$ cat src/rtl/cp_pkg.sv
// Shared core types for register addressing and datapath width.
package cp_pkg;

    localparam int unsigned XLEN     = 32;
    localparam int unsigned NUM_REGS = 32;

    typedef logic [4:0]      reg_addr_t;
    typedef logic [XLEN-1:0] xlen_t;

    localparam reg_addr_t REG_ZERO = 5'd0;

endpackage

$ cat src/rtl/cp_wb_scoreboard.sv
// Pending-write scoreboard: one busy flag per architectural register.
module cp_wb_scoreboard
    import cp_pkg::*;
(
    input  logic        clk,
    input  logic        rst,
    input  logic        issue_valid_i,
    input  logic [4:0]  issue_rd_addr_i,
    input  logic        wb_we_i,
    input  logic [4:0]  wb_addr_i,
    output logic [31:0] busy_o
);

    logic [NUM_REGS-1:0] busy_q, busy_d, set_vec, clr_vec;

    always_comb begin
        set_vec = '0;
        clr_vec = '0;
        if (issue_valid_i && reg_addr_t'(issue_rd_addr_i) != REG_ZERO)
            set_vec[issue_rd_addr_i] = 1'b1;
        if (wb_we_i)
            clr_vec[wb_addr_i] = 1'b1;
        // A new issue to a register being written back leaves it pending.
        busy_d    = (busy_q & ~clr_vec) | set_vec;
        busy_d[0] = 1'b0;
    end

    // NOTE: the flag array is small and must read as all-clear after reset, so every bit is reset.
    always_ff @(posedge clk) begin
        if (rst) busy_q <= '0;
        else     busy_q <= busy_d;
    end

    assign busy_o = busy_q;

endmodule

$ cat src/rtl/cp_wb_arbiter.sv
// Two-source (ALU/LSU) register-file writeback arbiter with 1-cycle write latency.
// Optional pending-write scoreboard enabled by defining CP_WB_SCOREBOARD_EN.
module cp_wb_arbiter
    import cp_pkg::*;
#(
    parameter logic RR_EN           = 1'b1,
    parameter logic FIXED_LSU_FIRST = 1'b1
) (
    input  logic        clk,
    input  logic        rst,
    input  logic        alu_valid_i,
    output logic        alu_ready_o,
    input  logic [4:0]  alu_rd_addr_i,
    input  logic [31:0] alu_rd_data_i,
    input  logic        lsu_valid_i,
    output logic        lsu_ready_o,
    input  logic [4:0]  lsu_rd_addr_i,
    input  logic [31:0] lsu_rd_data_i,
    output logic        rd_we_o,
    output logic [4:0]  rd_addr_o,
    output logic [31:0] rd_data_o,
    input  logic        issue_valid_i,
    input  logic [4:0]  issue_rd_addr_i,
    output logic [31:0] busy_o
);

    logic      tie;
    logic      grant_lsu;
    logic      accept;
    logic      lsu_ptr_q, lsu_ptr_d;
    logic      rd_we_q, rd_we_d;
    reg_addr_t rd_addr_q, rd_addr_d;
    xlen_t     rd_data_q, rd_data_d;

    assign tie = alu_valid_i && lsu_valid_i;

    // NOTE: every always_comb output gets a default first so no path leaves it unassigned (no latch).
    always_comb begin
        grant_lsu = 1'b0;
        lsu_ptr_d = lsu_ptr_q;
        if (tie) begin
            grant_lsu = RR_EN ? lsu_ptr_q : FIXED_LSU_FIRST;
            if (!rst) lsu_ptr_d = ~grant_lsu;
        end else begin
            grant_lsu = lsu_valid_i;
        end
    end

    // Ready is gated by reset so nothing pending at reset is ever accepted.
    assign alu_ready_o = !rst && alu_valid_i && !grant_lsu;
    assign lsu_ready_o = !rst && lsu_valid_i &&  grant_lsu;
    assign accept      = alu_ready_o || lsu_ready_o;

    always_comb begin
        rd_addr_d = rd_addr_q;
        rd_data_d = rd_data_q;
        if (accept) begin
            rd_addr_d = grant_lsu ? lsu_rd_addr_i : alu_rd_addr_i;
            rd_data_d = grant_lsu ? lsu_rd_data_i : alu_rd_data_i;
        end
        rd_we_d = accept && (rd_addr_d != REG_ZERO);
    end

    // NOTE: state registers use non-blocking assignments so all flops update together at the edge.
    always_ff @(posedge clk) begin
        if (rst) begin
            lsu_ptr_q <= FIXED_LSU_FIRST;
            rd_we_q   <= 1'b0;
            rd_addr_q <= REG_ZERO;
            rd_data_q <= '0;
        end else begin
            lsu_ptr_q <= lsu_ptr_d;
            rd_we_q   <= rd_we_d;
            rd_addr_q <= rd_addr_d;
            rd_data_q <= rd_data_d;
        end
    end

    assign rd_we_o   = rd_we_q;
    assign rd_addr_o = rd_addr_q;
    assign rd_data_o = rd_data_q;

`ifdef CP_WB_SCOREBOARD_EN
    cp_wb_scoreboard u_scoreboard (
        .clk             (clk),
        .rst             (rst),
        .issue_valid_i   (issue_valid_i),
        .issue_rd_addr_i (issue_rd_addr_i),
        .wb_we_i         (rd_we_q),
        .wb_addr_i       (rd_addr_q),
        .busy_o          (busy_o)
    );
`else
    logic unused_issue;
    assign unused_issue = ^{issue_valid_i, issue_rd_addr_i};
    assign busy_o       = '0;
`endif

endmodule

$ cat config.mk
export PLATFORM = sky130hd
export DESIGN_NAME = cp_wb_arbiter
export DESIGN_NICKNAME = d
export VERILOG_FILES = /design/src/rtl/cp_pkg.sv /design/src/rtl/cp_wb_scoreboard.sv /design/src/rtl/cp_wb_arbiter.sv
export SDC_FILE = /design/constraint.sdc
export NUM_CORES = 1
export LEC_CHECK = 0
export BUFFER_PORTS_ARGS = -buffer_cell sky130_fd_sc_hd__clkbuf_2
export CAP_MARGIN = 0
export CORE_UTILIZATION = 47
export CTS_BUF_LIST = sky130_fd_sc_hd__clkbuf_4
export DETAILED_ROUTE_END_ITERATION = 7
export HOLD_SLACK_MARGIN = 0.15
export PLACE_DENSITY = 0.95
export SETUP_SLACK_MARGIN = 0.3
export SKIP_LAST_GASP = 1
export SLEW_MARGIN = 0
export SYNTH_ARGS = -nofsm -noshare
export SYNTH_HDL_FRONTEND = slang
export SYNTH_SLANG_ARGS = --single-unit
$ cat constraint.sdc
create_clock -name clk -period 2.95 [get_ports clk]
set_input_delay 0.1475 -clock clk [delete_from_list [all_inputs] [get_ports clk]]
set_output_delay 0.1475 -clock clk [all_outputs]
set_load 0.02 [all_outputs]
==> impl_metrics.ini, run 1 <==
[synth]
syn_area_sq_um = 2350
synth_compound_area_share_pct = 20.7
ys.warnings.count = 0
synth_top_area_share_pct = 33.2
yosys.cell_types.count = 29
synth_xor_area_share_pct = 0
synth-seq-cells = 39
yosys-top-cells-area = dfxtp_1 (33%), a211oi_2 (15%), mux2i_1 (14%)
avgSynthCellArea_sq_um = 10.4
synth_top_family_by_area = compound AO/OA/AOI/OAI gates
muxShareOfSynthArea_pct = 13.6
synthSimpleGateAreaFrac_pct = 15.4
synth_fa_ha_area_share_pct = 0
syn_inst = 226
synth_top_cell_by_area = dfxtp_1
ys_seq_area_share_pct = 33.2

[worst_setup_path]
cp.required_ps = 3230
crit_type = register to register
cp_slowest_stage_delay_ps = 840
startpoint_type = register
ff2ff_path_depth = 4
critical_path.slowest_cell = and2b_2
worstPathMaxFanout = 38
critPathCaptureType = register
crit_chain = and2b_2, o21ai_1, a311oi_1, dlygate4sd3_1
crit_arrival_ps = 2500

[cells_and_area]
fillers = 390
area_growth_pct = 31.1
num_antenna_cells = 0
final_cells = 423
layout_common_cells = clkbuf_2 (117), dfxtp_1 (39), mux2i_1 (32), conb_1 (32), a211oi_2 (28)
post-route-cell-area_sq_um = 3080
mostFrequentLayoutCell = clkbuf_2
final_layout_size_suffix_gt1_share_pct = 50.0
finalNetCount = 441

[timing]
final-hold-violation-count = 0
min_period_ps = 2220
slew_violations = 0
post-route-period-util_pct = 75.2
finalSetupViolCount = 0
max_freq_ghz = 0.451
relSlewSlack_pct = 37.8
skew_ps = 5.03
setup_tns_ps = 0
worst_pin_slew_ps = 933
rsz0062_at_grt = false

[cts]
cts_buffer_depth = 2
clk_pin_slew_worst_paths_ps = 110
cts-buffers-inserted = 5
cts.sinks = 39
clockRootBuffer = clkbuf_4
cts_tree = done
clock_latency_ps = 330
htreeDepth = 2

[drt]
dr.pass1.iters = 4
drc = 0
viasPerCell = 4.97
drt_iter0_drc = 32
wl_per_cell_um = 13.7
routed_wirelength_mm = 5.79
ant_nets = 0
num_vias = 2101

[global_routing]
grt_use_total_pct = 21.7
grt_antenna_before_repair = 0
gr-total-overflow = 0
grt_pass1_wl_mm = 8.85
grt_max_degree = 39
grt_pass1_vias = 2069

[outcome]
status = completed

[die]
die_width_um = 72.7
die-area_sq_um = 5290
rows = 25
core_area_sq_um = 4750
floorplan.initialDensity_pct = 49.4
io-pin-count = 156
fp.dieH_um = 72.7

[power]
switching_power_mw = 0.421
vdd_ir_drop_max_mv = 0.234
switching_share_pct = 33.7
p_seq_share_pct = 47.4
p_per_area_nw_per_um2 = 406
clockPowerShare_pct = 20.4
intPower_mw = 0.830
power_frac_comb_pct = 32.2
p_leak_nw = 1.46

[placement]
place_area_sq_um = 2770
gp_congestion = 0.701
dp.final_hpwl_mm = 3.88
port_buffers = 117
placed_cells = 390

[hold_path]
hold_depth = 3
hold_class = input pin to register

[run]
cap_violations = 0
[synthesized netlist by cell type]
cell,instances
a211oi_1,4
a211oi_2,28
a21oi_1,1
a311oi_1,5
and2_1,1
and2b_1,1
and3_1,1
buf_2,6
buf_4,40
buf_6,1
buf_8,2
clkbuf_1,4
clkbuf_4,1
conb_1,1
dfxtp_1,39
inv_2,1
mux2i_1,32
nand2_2,1
nand2b_1,1
nand3_1,5
nand4_1,1
nor2_1,7
nor3_1,13
nor3_2,20
nor4_1,1
o211a_1,1
o21ai_1,6
o21ba_2,1
o21bai_1,1
[cells by family (layout without fill, tap and decap cells)]
kind of cell | Yosys count | after routing
muxes | 32 | 32
other | 1 | 32
DFF | 39 | 39
AOI/OAI and AO/OA | 47 | 47
and+or+nand+nor | 52 | 52
buffers and inverters | 55 | 154
[critical path, delay by kind of cell, from the launching register on]
kind	cells	cell delay [ps]
AND/OR/NAND/NOR	1	840
buffers and inverters	1	590
AO/OA/AOI/OAI	2	400
flip-flops	1	340
[area by class of cell]
class	instances	area [sq um]	area share [%]
clock buffer	6	45.0	1.46
inverter	1	3.75	0.122
multi-input combinational	163	1290	41.9
sequential	39	781	25.3
tap	67	83.8	2.72
timing repair buffer	147	878	28.5
[metrics by stage]
step | setup slack [ps] | util, % | total power [mW] | hold WS, ps
floorplan | 1680 | - | 0.896 | 303
global placement | 1310 | 58.2 | 0.966 | 415
detailed placement | 1240 | 58.2 | 0.977 | 423
CTS | 694 | 64.8 | 1.26 | 151
global route | 549 | 64.8 | 1.31 | 154
finish | 731 | 64.8 | 1.25 | 158
[power by group through the flow]
| stage | Sequential (mW) | Clock, mW | Combinational [mW] |
|---|---|---|---|
| 2_1_floorplan | 0.656 | 0 | 0.239 |
| 3_3_place_gp | 0.602 | 0 | 0.364 |
| 3_5_place_dp | 0.605 | 0 | 0.372 |
| 4_1_cts | 0.593 | 0.263 | 0.402 |
| 5_1_grt | 0.597 | 0.276 | 0.433 |
| 6_report | 0.593 | 0.256 | 0.402 |
[registers in the layout, indices dropped and copies added (netlist names)]
signal / flops
rd_we_o: 1
rd_data_o: 32
lsu_ptr_q: 1
rd_addr_o: 5
[final timing paths]
path | startpoint | end | slack (ps)
worst max-delay path | lsu_ptr_q | rd_addr_o[1] | 730
worst min-delay path | lsu_rd_data_i[25] | rd_data_o[25] | 160
worst max register to register | lsu_ptr_q | rd_addr_o[1] | 730
worst min register to register | rd_addr_o[3] | rd_addr_o[3] | 510
[metal layers]
metal	GRT usage (%)	part of all wire (%)
met3	4.83	5.5
met4	6.75	1.4
met5	0	0
met2	45.0	55
met1	20.8	38
[what timing repair did]
| action | in CTS | in global routing |
|---|---|---|
| hold endpoints to repair | 23 | 0 |
| hold buffers | 27 | 0 |
| buffers inserted | 0 | 0 |
| gates resized for setup | 0 | 0 |
(Power assumes the default switching activity.)
==> inputs of run 2 (changes only) <==
CORE_UTILIZATION = 43   (was 47)
PLACE_DENSITY = 0.9   (was 0.95)
clock period = 2.1 ns   (was 2.95 ns; I/O delays follow)
==> run 2 against run 1 <==
Sequential power up 41%. First-iteration DRC count grew to 2.9 times the previous value. Non-clock buffer count rose by 49. Global-route usage is 2.0 points higher. Core utilization up 6.0 points. Critical path depth stayed put. Design area grew 19%. Combinational power grew 62%. Wire length is 19% higher. Via count increased by 12%. Register-to-register slack worse by 190 ps. Largest power group unchanged. Highest routed layer unchanged.
==> impl_metrics.ini, run 2 (synthesis gave the netlist of run 1 again) <==
[cts]
cts-buffers-inserted = 5
clock_latency_ps = 360
cts_setup_buffers = 0
cts_tree = done
clk_pin_slew_worst_paths_ps = 120
cts.sinks = 39
clockRootBuffer = clkbuf_4
htreeDepth = 2
cts_buffer_depth = 2

[timing]
relSlewSlack_pct = 62.0
setup_tns_ps = 0
min_period_ps = 1680
worst_pin_slew_ps = 570
final-hold-violation-count = 0
slew_violations = 0
skew_ps = 13.8
rsz0062_at_grt = false
max_freq_ghz = 0.594
post-route-period-util_pct = 80.1
finalSetupViolCount = 0

[cells_and_area]
final_util_pct = 70.8
layout_common_cells = clkbuf_2 (117), dlygate4sd3_1 (74), dfxtp_1 (39)
mostFrequentLayoutCell = clkbuf_2
finalNetCount = 490
num_antenna_cells = 0
largest_reg_flops = 32
final_layout_size_suffix_gt1_share_pct = 45.0
area_growth_pct = 55.8

[die]
floorplan.initialDensity_pct = 45.5
fp.dieH_um = 75.9
die-area_sq_um = 5770
rows = 26
core_area_sq_um = 5170
io-pin-count = 156
die_width_um = 75.9

[drt]
wl_per_cell_um = 14.4
drt_iter0_drc = 93
routed_wirelength_mm = 6.87
drc = 0
num_vias = 2347
viasPerCell = 4.92
dr.pass1.iters = 4
ant_nets = 0

[worst_setup_path]
crit_chain = nand2b_2, nand2_4, and2_1, clkbuf_2
r2r_start = lsu_ptr_q
critPathCaptureType = output pin
rrSetupSlack_ps = 540
crit_type = register to output pin
startpoint_type = register
cp_slowest_stage_delay_ps = 340
worstPathMaxFanout = 18
rr_endpoint = rd_addr_o[4]
cp.required_ps = 2000
critical_path.slowest_cell = dfxtp_1
crit_arrival_ps = 1580
ff2ff_path_depth = 4

[global_routing]
grt_antenna_before_repair = 0
grt_pass1_wl_mm = 11.0
grt_pass1_vias = 2365
grt_max_degree = 40
gr-total-overflow = 0
grt_use_total_pct = 23.8

[hold_path]
min_from = alu_rd_data_i[29]
hold_depth = 3
hold_end = rd_data_o[29]
hold_class = input pin to register

[placement]
dp.final_hpwl_mm = 3.86
port_buffers = 117
gp_congestion = 0.737

[outcome]
status = completed

[power]
vdd_ir_drop_max_mv = 0.344
p_per_area_nw_per_um2 = 581
p_leak_nw = 1.70

[run]
cap_violations = 0
run 2: cell types whose count changed in the layout (fill, tap and decap cells not counted):
cell / change
dlygate4sd3_1: +47
buf_12: +2
nand2b_1: -1
nand2b_2: +1
nand2_2: -1
bufinv_16: +2
nand2_4: +1
run 2: cell type report:
cell class | count | area (sq um)
clock buffer | 6 | 45.0
clock inverter | 2 | 60.1
fill | 379 | 1510
inverter | 1 | 3.75
multi-input combinational | 163 | 1300
sequential | 39 | 781
tap | 70 | 87.6
timing repair buffer | 196 | 1390
run 2: where the power goes:
group	switching, mW	internal, mW	total [mW]	leakage, nW
combinational	0.356	0.294	0.650	1.32
sequential	0.0336	0.802	0.836	0.325
clock	0.257	0.384	0.642	0.0559
run 2: worst max-delay path by stage:
stage / start / to / slack (ps) / depth (start not counted)
after detailed placement: lsu_ptr_q / rd_data_o[22] / 490 / 4
after global routing: lsu_ptr_q / alu_ready_o / 320 / 4
after global placement: lsu_ptr_q / rd_data_o[31] / 520 / 4
after floorplan: lsu_ptr_q / alu_ready_o / 880 / 5
after CTS: lsu_ptr_q / alu_ready_o / 320 / 4
final: lsu_ptr_q / alu_ready_o / 420 / 4
run 2: per-stage QoR:
step	setup slack, ps	power, mW	std cells	hold slack, ps	area (sq um)
2_1_floorplan	877	1.26	257	261	2470
3_3_place_gp	516	1.37	395	376	2810
3_5_place_dp	493	1.38	395	379	2810
4_1_cts	318	2.13	476	153	3650
5_1_grt	323	2.23	477	162	3660
6_report	418	2.13	477	149	3660
run 2: per-layer routing:
layer	vias to the layer above	GRT usage, %	share of wire (%)
li1	1120	-	-
met1	1098	24.7	37
met2	111	46.3	55
met3	18	3.98	5.7
met4	0	10.4	2.4
met5	-	0	0
run 2: what timing repair did:
action                                  4_1_cts  5_1_grt
endpoints found under the hold margin        39        1
gates resized for setup                       1        1
endpoints found under the setup margin        2        2
hold buffers                                 73        1
run 2: critical path: cells and delay by family (launching register included):
kind	cells	cell delay, ps
flip-flops	1	340
buffers and inverters	1	160
AND/OR/NAND/NOR	3	730
==> inputs of run 3 (changes only) <==
ABC_AREA = 1   (was unset)
CORE_UTILIZATION = 37   (was 43)
PLACE_DENSITY = 0.87   (was 0.9)
clock period = 1.47 ns   (was 2.1 ns; I/O delays follow)
==> run 3 against run 2 <==
Core utilization rose by 4.2 points. Area after synthesis is 15% lower. Clock-buffer cell count unchanged. Total power up 37%. Sequential power grew 46%. Wire length grew 22%. Combinational power rose by 77%. Flip-flop and latch count unchanged. Setup slack got worse by 350 ps. Clock skew shrank 9.5 ps.
==> impl_metrics.ini, run 3 <==
[synth]
yosys-top-cells-area = dfxtp_1 (39%), nand2_1 (16%), buf_4 (12%)
synth_common_cells = nand2_1 (83), dfxtp_1 (39), a31oi_1 (32), buf_4 (32), o21ai_0 (28)
synth_fa_ha_area_share_pct = 0
syn_inst = 272
synth_most_common_cell = nand2_1
yosys.cell_types.count = 22
ys_seq_area_share_pct = 39.2
ys.warnings.count = 0
synth-seq-cells = 39
ys_dominant_reg_cell = dfxtp_1
muxShareOfSynthArea_pct = 0
syn_area_sq_um = 1990
synthArstFlopShare_pct = 0
synth_top_cell_by_area = dfxtp_1
avgSynthCellArea_sq_um = 7.32
synthSimpleGateAreaFrac_pct = 21.0
synth_top_area_share_pct = 39.2
synth_xor_area_share_pct = 0
synth_edf_count = 0
synth_compound_area_share_pct = 20.4
synth_top_family_by_area = simple AND/OR/NAND/NOR gates

[drt]
routed_wirelength_mm = 8.41
dr.pass1.iters = 4
viasPerCell = 4.93
wl_per_cell_um = 15.3
num_vias = 2706
drc = 0
drt_iter0_drc = 87
ant_nets = 0

[cells_and_area]
final_util_pct = 75.0
num_antenna_cells = 0
largest_reg_flops = 32
area_growth_pct = 93.5
finalNetCount = 562
post-route-cell-area_sq_um = 3850
final_layout_size_suffix_gt1_share_pct = 40.3
mostFrequentLayoutCell = clkbuf_2
layout_common_cells = clkbuf_2 (115), nand2_1 (74), dlygate4sd3_1 (72)

[hold_path]
hold_class = input pin to register
hold_depth = 7

[power]
p_seq_share_pct = 41.9
switching_power_mw = 1.03
p_per_area_nw_per_um2 = 756
vdd_ir_drop_max_mv = 0.439
p_leak_nw = 1.89
intPower_mw = 1.89
clockPowerShare_pct = 18.4
power_frac_comb_pct = 39.6
switching_share_pct = 35.2

[worst_setup_path]
startpoint_type = register
crit_type = register to register
critPathCaptureType = register
crit_end = rd_data_o[26]
worstPathMaxFanout = 9
setup.worst_path.start = lsu_ptr_q
ff2ff_path_depth = 7
crit_arrival_ps = 1620
cp.required_ps = 1690
rrSetupSlack_ps = 60
rr_endpoint = rd_data_o[26]
r2r_start = lsu_ptr_q

[die]
fp.dieH_um = 75.4
die_width_um = 75.4
rows = 26
io-pin-count = 156
floorplan.initialDensity_pct = 38.8
core_area_sq_um = 5140
die-area_sq_um = 5680

[cts]
htreeDepth = 2
clock_latency_ps = 330
cts_buffer_depth = 2
clk_pin_slew_worst_paths_ps = 110
clockRootBuffer = clkbuf_4
cts.sinks = 39
cts_tree = done
cts-buffers-inserted = 5

[global_routing]
grt_pass1_vias = 2548
grt_use_total_pct = 26.4
gr-total-overflow = 0
grt_use_met3_pct = 6.88
grt_pass1_wl_mm = 11.2
met1_usage_pct = 25.2
grt.busiest_layer = met2
grtUsageMet2_pct = 50.2
grt_antenna_before_repair = 0
grt_max_degree = 31

[timing]
final-hold-violation-count = 0
post-route-period-util_pct = 95.6
max_freq_ghz = 0.712
min_period_ps = 1410
skew_ps = 4.20
slew_violations = 0
finalSetupViolCount = 0
rsz0062_at_grt = true

[placement]
place_area_sq_um = 2580
port_buffers = 117
dp.final_hpwl_mm = 3.74
gp_congestion = 0.745

[run]
cap_violations = 0

[outcome]
status = completed
[run 3: cell count changes after synthesis, moves of 20 or more]
cell,before,now
nor3_2,20,0
mux2i_1,32,0
a211oi_2,28,1
a31oi_1,0,32
nand2_1,0,83
o21ai_0,0,28
[run 3: power by group through the flow]
stage          combinational (mW)  sequential (mW)  clock, mW
6_report                     1.15             1.22      0.537
5_1_grt                      1.24             1.23      0.624
4_1_cts                     0.983             1.21      0.553
3_5_place_dp                0.740             1.23          0
3_3_place_gp                0.725             1.22          0
2_1_floorplan               0.415             1.34          0
[run 3: worst min-delay path by stage]
stage	endpoint	slack (ps)	startpoint
finish	rd_addr_o[1]	190	lsu_rd_addr_i[1]
global route	lsu_ptr_q	190	rst
CTS	rd_addr_o[1]	160	lsu_rd_addr_i[1]
detailed placement	rd_data_o[6]	330	alu_rd_data_i[6]
global placement	rd_data_o[3]	320	alu_rd_data_i[3]
floorplan	rd_addr_o[3]	140	rst
[run 3: repair_timing]
action,in CTS,in global routing
hold buffers,72,0
gates cloned,2,4
pin swaps,4,7
endpoints found under the setup margin,37,40
buffers inserted,9,4
resized for setup,30,42
hold endpoints to repair,38,0
[run 3: area by class of cell]
| cell class | count | area [sq um] |
|---|---|---|
| repair buffers | 216 | 1740 |
| flip-flops and latches | 39 | 785 |
| clock inverters | 2 | 7.51 |
| clock buffers | 6 | 45.0 |
| fillers | 377 | 1280 |
| well taps | 70 | 87.6 |
| multi-input cells | 204 | 1140 |
| inverters | 12 | 50.0 |
[run 3: through the flow]
step                      worst slack (ps)  power, mW  hold slack (ps)  TNS, ps  cells
after floorplan                        292       1.75              143        0    303
after global placement                 143       1.95              320        0    450
after detailed placement               126       1.97              328        0    450
after CTS                              124       2.74              163        0    541
after global routing                 -14.8       3.09              192    -14.8    549
final                                 65.0       2.91              195        0    549
[run 3: logic make-up after synthesis]
kind of cell	after synthesis
DFF	39
other	1
buffers and inverters	60
AOI/OAI and AO/OA	70
and+or+nand+nor	102
[run 3: layer usage]
metal / share of wire [%] / up-vias
met2: 54 / 172
li1: - / 1253
met3: 7.0 / 44
met1: 35 / 1237
met5: 0 / -
met4: 4.7 / 0
[run 3: critical path: stages (launching register included)]
cell	delay, ps
dfxtp_4	380
inv_4	80
nand3_4	90
nand3_4	150
nand2_8	100
buf_12	180
o21ai_0	220
a31oi_1	90
